**src/rtl/ip_v4_pkg.sv**
```systemverilog
// rtl/ip_v4_pkg.sv - shared constants and FSM state type for the IPv4 header checksum inserter
package ip_v4_pkg;
   localparam int HDR_WORDS     = 5;
   localparam int CSUM_WORD_IDX = 2;

   typedef enum logic [2:0] {
      IDLE,
      HDR,
      WAIT_CRC,
      EMIT_HDR,
      EMIT_PAY,
      DONE
   } state_t;
endpackage

```
**src/rtl/ip_v4_header_insert_sync_fifo.sv**
```systemverilog
// rtl/ip_v4_header_insert_sync_fifo.sv - synchronous FIFO holding payload words with their last flag
module sync_fifo #(
   parameter int WIDTH = 33,
   parameter int DEPTH = 16
) (
   input  logic             clk,
   input  logic             reset,
   input  logic             clr,
   input  logic             push,
   input  logic [WIDTH-1:0] wdata,
   input  logic             pop,
   output logic [WIDTH-1:0] rdata,
   output logic             full,
   output logic             empty
);
   localparam int AW = $clog2(DEPTH);

   logic [WIDTH-1:0] mem_q [DEPTH];
   logic [AW-1:0]    wr_ptr_q, wr_ptr_d, rd_ptr_q, rd_ptr_d;
   logic [AW:0]      count_q, count_d;
   logic             do_push, do_pop;

   assign full    = (count_q == (AW+1)'(DEPTH));
   assign empty   = (count_q == '0);
   assign do_pop  = pop && !empty;
   // a pop in the same cycle frees the slot, so a full FIFO still accepts the push
   assign do_push = push && (!full || do_pop);
   assign rdata   = mem_q[rd_ptr_q];

   always_comb begin
      wr_ptr_d = wr_ptr_q;
      rd_ptr_d = rd_ptr_q;
      count_d  = count_q;
      if (clr) begin
         wr_ptr_d = '0;
         rd_ptr_d = '0;
         count_d  = '0;
      end else begin
         if (do_push) wr_ptr_d = wr_ptr_q + 1'b1;
         if (do_pop)  rd_ptr_d = rd_ptr_q + 1'b1;
         count_d = count_q + (AW+1)'(do_push) - (AW+1)'(do_pop);
      end
   end

   always_ff @(posedge clk) begin
      if (reset) begin
         wr_ptr_q <= '0;
         rd_ptr_q <= '0;
         count_q  <= '0;
      end else begin
         wr_ptr_q <= wr_ptr_d;
         rd_ptr_q <= rd_ptr_d;
         count_q  <= count_d;
      end
   end

   always_ff @(posedge clk) begin
      if (do_push && !clr) mem_q[wr_ptr_q] <= wdata;
   end
endmodule

```
**src/rtl/ip_v4_header_insert.sv**
```systemverilog
// rtl/ip_v4_header_insert.sv - buffers an IPv4 packet and patches the header checksum into word 2
module ip_v4_header_insert
   import ip_v4_pkg::*;
#(
   parameter int FIFO_DEPTH = 16
) (
   input  logic        clk,
   input  logic        reset,
   input  logic        start,
   input  logic [31:0] d_in,
   input  logic        d_in_vld,
   input  logic        d_in_last,
   input  logic [15:0] crc,
   input  logic        crc_vld,
   output logic [31:0] d_out,
   output logic        d_out_vld,
   input  logic        d_out_rdy,
   output logic        d_out_sop,
   output logic        d_out_eop,
   output logic        err
);
   localparam logic [2:0] LAST_IDX = 3'(HDR_WORDS - 1);
   localparam logic [2:0] CSUM_IDX = 3'(CSUM_WORD_IDX);

   state_t                        state_q, state_d, st_e;
   logic [2:0]                    cnt_q, cnt_d, cnt_e, idx_q, idx_d;
   logic [HDR_WORDS-1:0][31:0]    hdr_q, hdr_d;
   logic                          hdr_done_q, hdr_done_d, done_e;
   logic                          crc_held_q, crc_held_d;
   logic [15:0]                   crc_q, crc_d;
   logic                          last4_q, last4_d;
   logic                          ended_q, ended_d, ended_e;
   logic                          err_q, err_d;
   logic                          fifo_clr, fifo_push, fifo_pop, fifo_full, fifo_empty;
   logic [32:0]                   fifo_rdata;

   sync_fifo #(.WIDTH(33), .DEPTH(FIFO_DEPTH)) u_fifo (
      .clk   (clk),
      .reset (reset),
      .clr   (fifo_clr),
      .push  (fifo_push),
      .wdata ({d_in_last, d_in}),
      .pop   (fifo_pop),
      .rdata (fifo_rdata),
      .full  (fifo_full),
      .empty (fifo_empty)
   );

   always_comb begin
      state_d    = state_q;
      cnt_d      = cnt_q;
      hdr_d      = hdr_q;
      hdr_done_d = hdr_done_q;
      crc_held_d = crc_held_q;
      crc_d      = crc_q;
      last4_d    = last4_q;
      ended_d    = ended_q;
      idx_d      = idx_q;
      err_d      = 1'b0;
      fifo_clr   = 1'b0;
      fifo_push  = 1'b0;
      fifo_pop   = 1'b0;
      // *_e is the capture context this cycle; start makes the concurrent word word 0
      st_e       = state_q;
      cnt_e      = cnt_q;
      done_e     = hdr_done_q;
      ended_e    = ended_q;

      if (start) begin
         st_e       = HDR;
         cnt_e      = '0;
         done_e     = 1'b0;
         ended_e    = 1'b0;
         state_d    = HDR;
         cnt_d      = '0;
         hdr_done_d = 1'b0;
         crc_held_d = 1'b0;
         last4_d    = 1'b0;
         ended_d    = 1'b0;
         idx_d      = '0;
         fifo_clr   = 1'b1;
      end else begin
         if (crc_vld && (state_q == HDR || state_q == WAIT_CRC)) begin
            crc_d      = crc;
            crc_held_d = 1'b1;
         end
         unique case (state_q)
            HDR, WAIT_CRC: begin
               if (hdr_done_q && crc_held_q) begin
                  state_d = EMIT_HDR;
                  idx_d   = '0;
               end else if (hdr_done_q) begin
                  state_d = WAIT_CRC;
               end
            end
            EMIT_HDR: begin
               if (d_out_rdy) begin
                  idx_d = idx_q + 3'd1;
                  if (idx_q == LAST_IDX)
                     state_d = EMIT_PAY;
                  else if (idx_q == LAST_IDX - 3'd1 && last4_q)
                     state_d = DONE;
               end
            end
            EMIT_PAY: begin
               if (d_out_rdy && !fifo_empty) begin
                  fifo_pop = 1'b1;
                  if (fifo_rdata[32]) state_d = IDLE;
               end
            end
            DONE: begin
               if (d_out_rdy) state_d = IDLE;
            end
            default: ;
         endcase
      end

      if (d_in_vld && !ended_e && st_e != IDLE && st_e != DONE) begin
         if (d_in_last) ended_d = 1'b1;
         if (!done_e) begin
            hdr_d[cnt_e] = d_in;
            cnt_d        = cnt_e + 3'd1;
            if (cnt_e == LAST_IDX) begin
               hdr_done_d = 1'b1;
               last4_d    = d_in_last;
            end else if (d_in_last) begin
               err_d   = 1'b1;
               state_d = IDLE;
            end
         end else begin
            fifo_push = 1'b1;
            if (fifo_full && !fifo_pop) err_d = 1'b1;
         end
      end
   end

   always_comb begin
      d_out_vld = 1'b0;
      d_out     = '0;
      d_out_sop = 1'b0;
      d_out_eop = 1'b0;
      unique case (state_q)
         EMIT_HDR: begin
            d_out_vld = 1'b1;
            d_out     = hdr_q[idx_q];
            if (idx_q == CSUM_IDX) d_out[15:0] = crc_q;
            d_out_sop = (idx_q == 3'd0);
         end
         DONE: begin
            d_out_vld = 1'b1;
            d_out     = hdr_q[LAST_IDX];
            d_out_eop = 1'b1;
         end
         EMIT_PAY: begin
            if (!fifo_empty) begin
               d_out_vld = 1'b1;
               d_out     = fifo_rdata[31:0];
               d_out_eop = fifo_rdata[32];
            end
         end
         default: ;
      endcase
   end

   assign err = err_q;

   always_ff @(posedge clk) begin
      if (reset) begin
         state_q    <= IDLE;
         cnt_q      <= '0;
         hdr_q      <= '0;
         hdr_done_q <= 1'b0;
         crc_held_q <= 1'b0;
         crc_q      <= '0;
         last4_q    <= 1'b0;
         ended_q    <= 1'b0;
         idx_q      <= '0;
         err_q      <= 1'b0;
      end else begin
         state_q    <= state_d;
         cnt_q      <= cnt_d;
         hdr_q      <= hdr_d;
         hdr_done_q <= hdr_done_d;
         crc_held_q <= crc_held_d;
         crc_q      <= crc_d;
         last4_q    <= last4_d;
         ended_q    <= ended_d;
         idx_q      <= idx_d;
         err_q      <= err_d;
      end
   end
endmodule

```
**config.mk**
```make
export PLATFORM = sky130hd
export DESIGN_NAME = ip_v4_header_insert
export DESIGN_NICKNAME = d
export VERILOG_FILES = /design/src/rtl/ip_v4_pkg.sv /design/src/rtl/ip_v4_header_insert_sync_fifo.sv /design/src/rtl/ip_v4_header_insert.sv
export SDC_FILE = /design/constraint.sdc
export NUM_CORES = 1
export LEC_CHECK = 0
export BUFFER_PORTS_ARGS = -buffer_cell sky130_fd_sc_hd__buf_2
export CAP_MARGIN = 25
export CORE_MARGIN = 4
export CORE_UTILIZATION = 41
export CTS_CLUSTER_SIZE = 40
export DETAILED_ROUTE_END_ITERATION = 8
export GPL_ROUTABILITY_DRIVEN = 0
export GPL_TIMING_DRIVEN = 1
export PLACE_DENSITY_LB_ADDON = 0.1
export SYNTH_ARGS = -nofsm -noshare
export SYNTH_HDL_FRONTEND = slang
export SYNTH_SLANG_ARGS = --single-unit
```
**constraint.sdc**
```tcl
create_clock -name clk -period 8.21 [get_ports clk]
set_input_delay 2.463 -clock clk [delete_from_list [all_inputs] [get_ports clk]]
set_output_delay 2.463 -clock clk [all_outputs]
set_load 0.02 [all_outputs]
```
# Yosys cells after proc, flatten, opt, wreduce, memory -nomap -nowiden
# Memory sizes are Yosys's and may differ from the RTL's. A register that Yosys moved wholly into a read port is not among the register bits.
# Cells that the tools add are included.
[op_classes]
add_sub_neg = 6
reduce_logical = 31
eq_ne = 13
div = 0
mux = 59
order_cmp = 3
n_shift = 0
bitwise = 3
mul = 0
[op_table]
columns = ["cell", "n"]
rows = [
  ["$bwmux W160", 1],
  ["$bmux W32 S3", 1],
  ["$demux W32 S3", 1],
  ["$mux W32", 3],
  ["$pmux W32 S3", 1],
  ["$mux W3", 19],
  ["$mux W1", 26],
  ["$mux W16", 1],
  ["$eq A3 B2 Y1 const B", 4],
  ["$eq A3 B3 Y1 const B", 4],
  ["$logic_and A1 B1 Y1", 12],
  ["$pmux W3 S4", 1],
  ["$reduce_or A2 Y1", 5],
  ["$add A4 B1 Y4 const B", 2],
  ["$lt A3 B4 Y1 const B", 2],
  ["$mux W4", 2],
  ["$add A3 B1 Y3 const B", 2],
  ["$pmux W3 S2", 1],
  ["$add A5 B1 Y5", 1],
  ["$eq A5 B5 Y1 const B", 1],
  ["$logic_not A1 Y1", 5],
  ["$logic_not A5 Y1", 1],
  ["$sub A5 B1 Y5", 1],
  ["$ne A2 B2 Y1 const B", 2],
  ["11 further kinds", 16],
]
[totals]
register_bits = 203
latch_bits = 0
mem_bits_rw = 528
mem_count = 1
rom_bits = 0
out_inout_bits = 36
wordCells = 133
[mem_list]
columns = ["name", "words", "width", "read_ports", "rd_clocked_by_memory_dff", "wr", "line", "text"]
rows = [
  ["u_fifo.mem_q", 16, 33, 1, 1, 1, "ip_v4_header_insert_sync_fifo.sv:18", "logic [WIDTH-1:0] mem_q [DEPTH];"],
]

# Depth between registers and ports, before layout
[depth]
ltp_word = 12
ltp_mapped = 14
mapped_depth_nobuf = 14

# Cells and area by module
# Synthesis repeated with hierarchy kept, for this count alone.
[unflattened]
hier_cells = 1821
hier_area_um2 = 30301.6
[modules_own_cells]
columns = ["mod", "cells_each", "area_per_inst_um2", "instances"]
rows = [
  ["sync_fifo", 923, 20787.4, 1],
  ["ip_v4_header_insert", 898, 9514.1, 1],
]

# Worst setup path before layout
# No wires, ideal clock.
[synth_path]
path_type = "input -> register"
startpoint = "input d_in_vld"
endpoint = "memory u_fifo.mem_q[0][0] (enable)"
arrival_ns = 5.972
t_required_ns = 7.746
stages = 7
setup_slack_ns = 1.773
setup_time_ns = 0.464
n_path_buf = 1
cell_sequence = "clkbuf_1 -> inv_1 -> a2111oi_4 -> nand3_1 -> inv_1 -> nand2_1 -> nor3_1"
[synth_via]
elab_chain_len = 8
[synth_lines]
columns = ["element", "line", "text"]
rows = [
  ["start: declaration", "ip_v4_header_insert.sv:11", "input logic d_in_vld,"],
  ["$logic_and A1 B1 Y1 (3 in series)", "ip_v4_header_insert.sv:118", "if (d_in_vld && !ended_e && st_e != IDLE && st_e != DONE) begin"],
  ["$mux W1", "ip_v4_header_insert.sv:118", ""],
  ["$logic_and A1 B1 Y1", "ip_v4_header_insert_sync_fifo.sv:27", "assign do_push = push && (!full || do_pop);"],
  ["$logic_and A1 B1 Y1", "ip_v4_header_insert_sync_fifo.sv:58", "if (do_push && !clr) mem_q[wr_ptr_q] <= wdata;"],
  ["$mux W1", "ip_v4_header_insert_sync_fifo.sv:58", ""],
  ["$mux W1 (not written as such)", "ip_v4_header_insert_sync_fifo.sv:58", ""],
  ["end: declaration", "ip_v4_header_insert_sync_fifo.sv:18", ""],
]
# No other way between the ends.

# Final worst setup path
[layout_path]
startpoint = "register u_fifo.count_q[2]"
endpoint = "output d_out[13]"
[layout_via]
elab_chain_len = 3
[layout_lines]
columns = ["element", "line", "text"]
rows = [
  ["start: declaration", "ip_v4_header_insert_sync_fifo.sv:20", "logic [AW:0] count_q, count_d;"],
  ["start signal: assignment", "ip_v4_header_insert_sync_fifo.sv:53", "count_q <= count_d;"],
  ["$logic_not A5 Y1", "ip_v4_header_insert_sync_fifo.sv:24", "assign empty = (count_q == '0);"],
  ["$mux W32", "ip_v4_header_insert.sv:155", "if (!fifo_empty) begin"],
  ["$pmux W32 S3", "ip_v4_header_insert.sv:142", "unique case (state_q)"],
  ["end: declaration", "ip_v4_header_insert.sv:15", "output logic [31:0] d_out,"],
]
# No other way between the ends.

==> impl_metrics.json <==
{
  "ys_ff_latch": 735,
  "clkSinkCount": 735,
  "synth.area.top_cells": "edfxtp_1 54%, dfxtp_1 14%, mux4_2 12%",
  "ios": 91,
  "ys.flop_type": "edfxtp_1",
  "cap_viol_max_count": 0,
  "grt_overflow": 0,
  "slew_viol_final": 0,
  "synth_warnings": 0,
  "cts_tree": "yes",
  "vias_per_cell": 5.605,
  "crit_path_end_kind": "primary output",
  "whs_ns": 0.4523,
  "fp.dieW_um": 274.9,
  "min_period_ns": 6.632,
  "holdPathEnd": "hdr_q[97]$_SDFFE_PP0P_",
  "p_leak_nw": 10.55,
  "cp.required_ns": 5.75,
  "netlist.area_leader.share_pct": 54.28,
  "start_util_pct": 41.57,
  "final_cell_count_no_fill": 3025,
  "cts_setup_buffers": 0,
  "drtAntennaViolNets": 0,
  "r2r-start": "state_q[1]$_SDFF_PP0_",
  "p_per_area_nw_per_um2": 231.2,
  "coreArea_um2": 70270,
  "hp-start": "hdr_q[97]$_SDFFE_PP0P_",
  "slew_headroom_pct": 31.18,
  "rr_worst_depth": 7,
  "ff2ff_setup_slack_ns": 4.63,
  "post-place-cells": 2879,
  "clk_pin_slew_ns": 0.06,
  "routed_wl_mm": 78.32,
  "async_flop_share_pct": 0,
  "setup_tns_ns": 0,
  "cp.arrival_ns": 4.17,
  "slowest_delay_ns": 0.85,
  "syn_nets": 1998,
  "fillers": 6010,
  "rows": 97,
  "hpwlAfterDp_mm": 45.55,
  "fmaxAchievable_mhz": 150.8,
  "cts_max_level": 3,
  "die_height_um": 274.9,
  "ctsHoldBuffers": 0,
  "cts_repair_resize_count": 0,
  "drt_iter0_markers": 1439,
  "synth-seq-area-share_pct": 68.47,
  "seq_area_um2": 20010,
  "wl_per_cell_um": 25.89,
  "critPathSlowestCell": "nor3_1",
  "grt_usage_pct": 20.72,
  "status": "completed",
  "antenna_found_initial": 2,
  "hold_class": "reg -> reg",
  "crit_type": "reg -> out",
  "synthesis.area_um2": 29210,
  "cts_root_buf": "clkbuf_16",
  "numPortBuffers": 90,
  "drive_above_1_share_pct": 21.74,
  "crit_fanout": 18,
  "drc": 0,
  "regToRegEndpoint": "u_fifo.mem_q[8][22]$_DFFE_PP_",
  "yosys.area.top_type": "edfxtp_1",
  "critPathLaunchType": "register",
  "vdd_drop_max_mv": 0.1660,
  "rsz0062_at_grt": "no",
  "grt_pass1_vias": 17240,
  "fin_util_pct": 47.79,
  "synth_enable_flop_cells": 528,
  "clk_latency_ns": 0.62,
  "final_area_um2": 33580,
  "postSynthCellCount": 1926,
  "grt_max_degree": 96,
  "crit_chain": "inv_1, ha_1, nor4b_1, nor3_1, nand2_2, buf_12, o22ai_1, a211o_1, buf_2",
  "vias": 16960,
  "grt_first_pass_wirelength_mm": 114.9,
  "synth_cell_type_count": 55,
  "fin_crit_sh_pct": 80.78,
  "worst_slew_pin_slew_ns": 1.024,
  "cts_buffers": 78,
  "die_area_um2": 75580,
  "area_growth_pct": 14.96,
  "nets": 2092,
  "finClkSkew_ns": 0.01600,
  "place_area_um2": 30900,
  "setup_viol": 0,
  "syn_area_per_cell_um2": 15.17,
  "multi_input_area_um2": 8717,
  "dr.pass1.iters": 5,
  "finalHoldViolations": 0,
  "hold_path_depth": 2,
  "cts_buffer_depth": 3
}
report_power, final:
group,internal (W),switching [W]
Clock,0.00215,0.00145
Combinational,0.0000420,0.000133
Sequential,0.00398,0.0000110
synthesized netlist by cell type, types with 2 or more instances:
cell,instances
o211a_1,3
xnor2_1,4
nand3_1,10
a31oi_1,4
nor2b_1,3
a21oi_1,171
buf_1,11
mux2_2,2
o211ai_1,5
a211oi_1,3
mux2i_1,110
clkbuf_1,74
edfxtp_1,528
nor2_1,76
inv_1,22
nand2b_1,7
nand4_1,8
nor3_1,10
or3_1,2
o221ai_1,15
nand2_1,340
buf_2,35
a22oi_1,17
xor2_1,6
ha_1,16
dfxtp_1,207
and2_1,2
buf_4,6
o22ai_1,18
o21ai_0,10
nor4_1,2
and4_1,2
mux4_2,160
a211o_1,16
cell type report:
cell class,instances,area share [%]
Tap cell,940,3.503
Timing Repair Buffer,140,2.791
Antenna cell,1,0.007452
Sequential cell,735,59.60
Clock inverter,34,1.166
Inverter,23,0.2571
Multi-Input combinational cell,1042,25.96
Clock buffer,110,6.718
placed cells by master, fill, tap and decap left out, types with 17 or more instances in the layout:
cell         n
inv_1       22
buf_4       42
nor2_1      63
a21oi_1    171
clkbuf_1    17
nand2_1    339
buf_2       89
a22oi_1     17
o22ai_1     17
dfxtp_1    202
mux4_2     160
clkbuf_16   81
edfxtp_1   528
mux2i_1    110
logic make-up after synthesis:
family	after synthesis	share of synthesized area, %
AO/OA/AOI/OAI	272	5.590
XOR/XNOR	11	0.3555
adder cells (fa/ha/maj)	17	0.7539
buffers and inverters	149	2.142
flip-flops	735	68.47
multiplexers	272	16.18
AND/OR/NAND/NOR	470	6.511
per-layer routing:
| layer | global-route usage [%] | vias up | wire, um |
|---|---|---|---|
| met5 | 0 | - | 0 |
| met1 | 30.76 | 8795 | 35450 |
| met3 | 3.968 | 105 | 5629 |
| met2 | 31.50 | 544 | 35600 |
| li1 | - | 7511 | - |
| met4 | 5.673 | 0 | 1650 |
worst max-delay path by stage:
| stage | startpoint | end | cells past startpoint |
|---|---|---|---|
| floorplan | d_in_vld | u_fifo.mem_q[0][0]$_DFFE_PP_ | 7 |
| global placement | u_fifo.count_q[2]$_SDFF_PP0_ | d_out[13] | 8 |
| detailed placement | u_fifo.count_q[3]$_SDFF_PP0_ | d_out[13] | 9 |
| global route | u_fifo.count_q[2]$_SDFF_PP0_ | d_out[3] | 9 |
| CTS | u_fifo.count_q[2]$_SDFF_PP0_ | d_out[13] | 9 |
| finish | u_fifo.count_q[2]$_SDFF_PP0_ | d_out[13] | 9 |
critical path, delay by kind of cell, from the launching register on:
family / cells / cell delay, ns
compound gates: 2 / 0.76
fa+ha+maj: 1 / 0.22
buf+inv: 3 / 0.60
flops: 1 / 0.33
simple gates: 3 / 1.64
registers in the layout, summed over array words and instances, names as in the netlist, named ones only:
name	flops
cnt_q	3
crc_held_q	1
crc_q	16
ended_q	1
err	1
hdr_done_q	1
hdr_q	160
idx_q	3
last4_q	1
state_q	3
u_fifo.count_q	5
u_fifo.mem_q	528
u_fifo.rd_ptr_q	4
u_fifo.wr_ptr_q	4
stage by stage:
stage	setup slack [ns]	total power, W
2_1_floorplan	1.773	0.004144
3_3_place_gp	1.898	0.004242
3_5_place_dp	2.279	0.004248
4_1_cts	1.603	0.007850
5_1_grt	1.418	0.008015
6_report	1.578	0.007765
No activity file was read; power rests on OpenSTA's default activity.
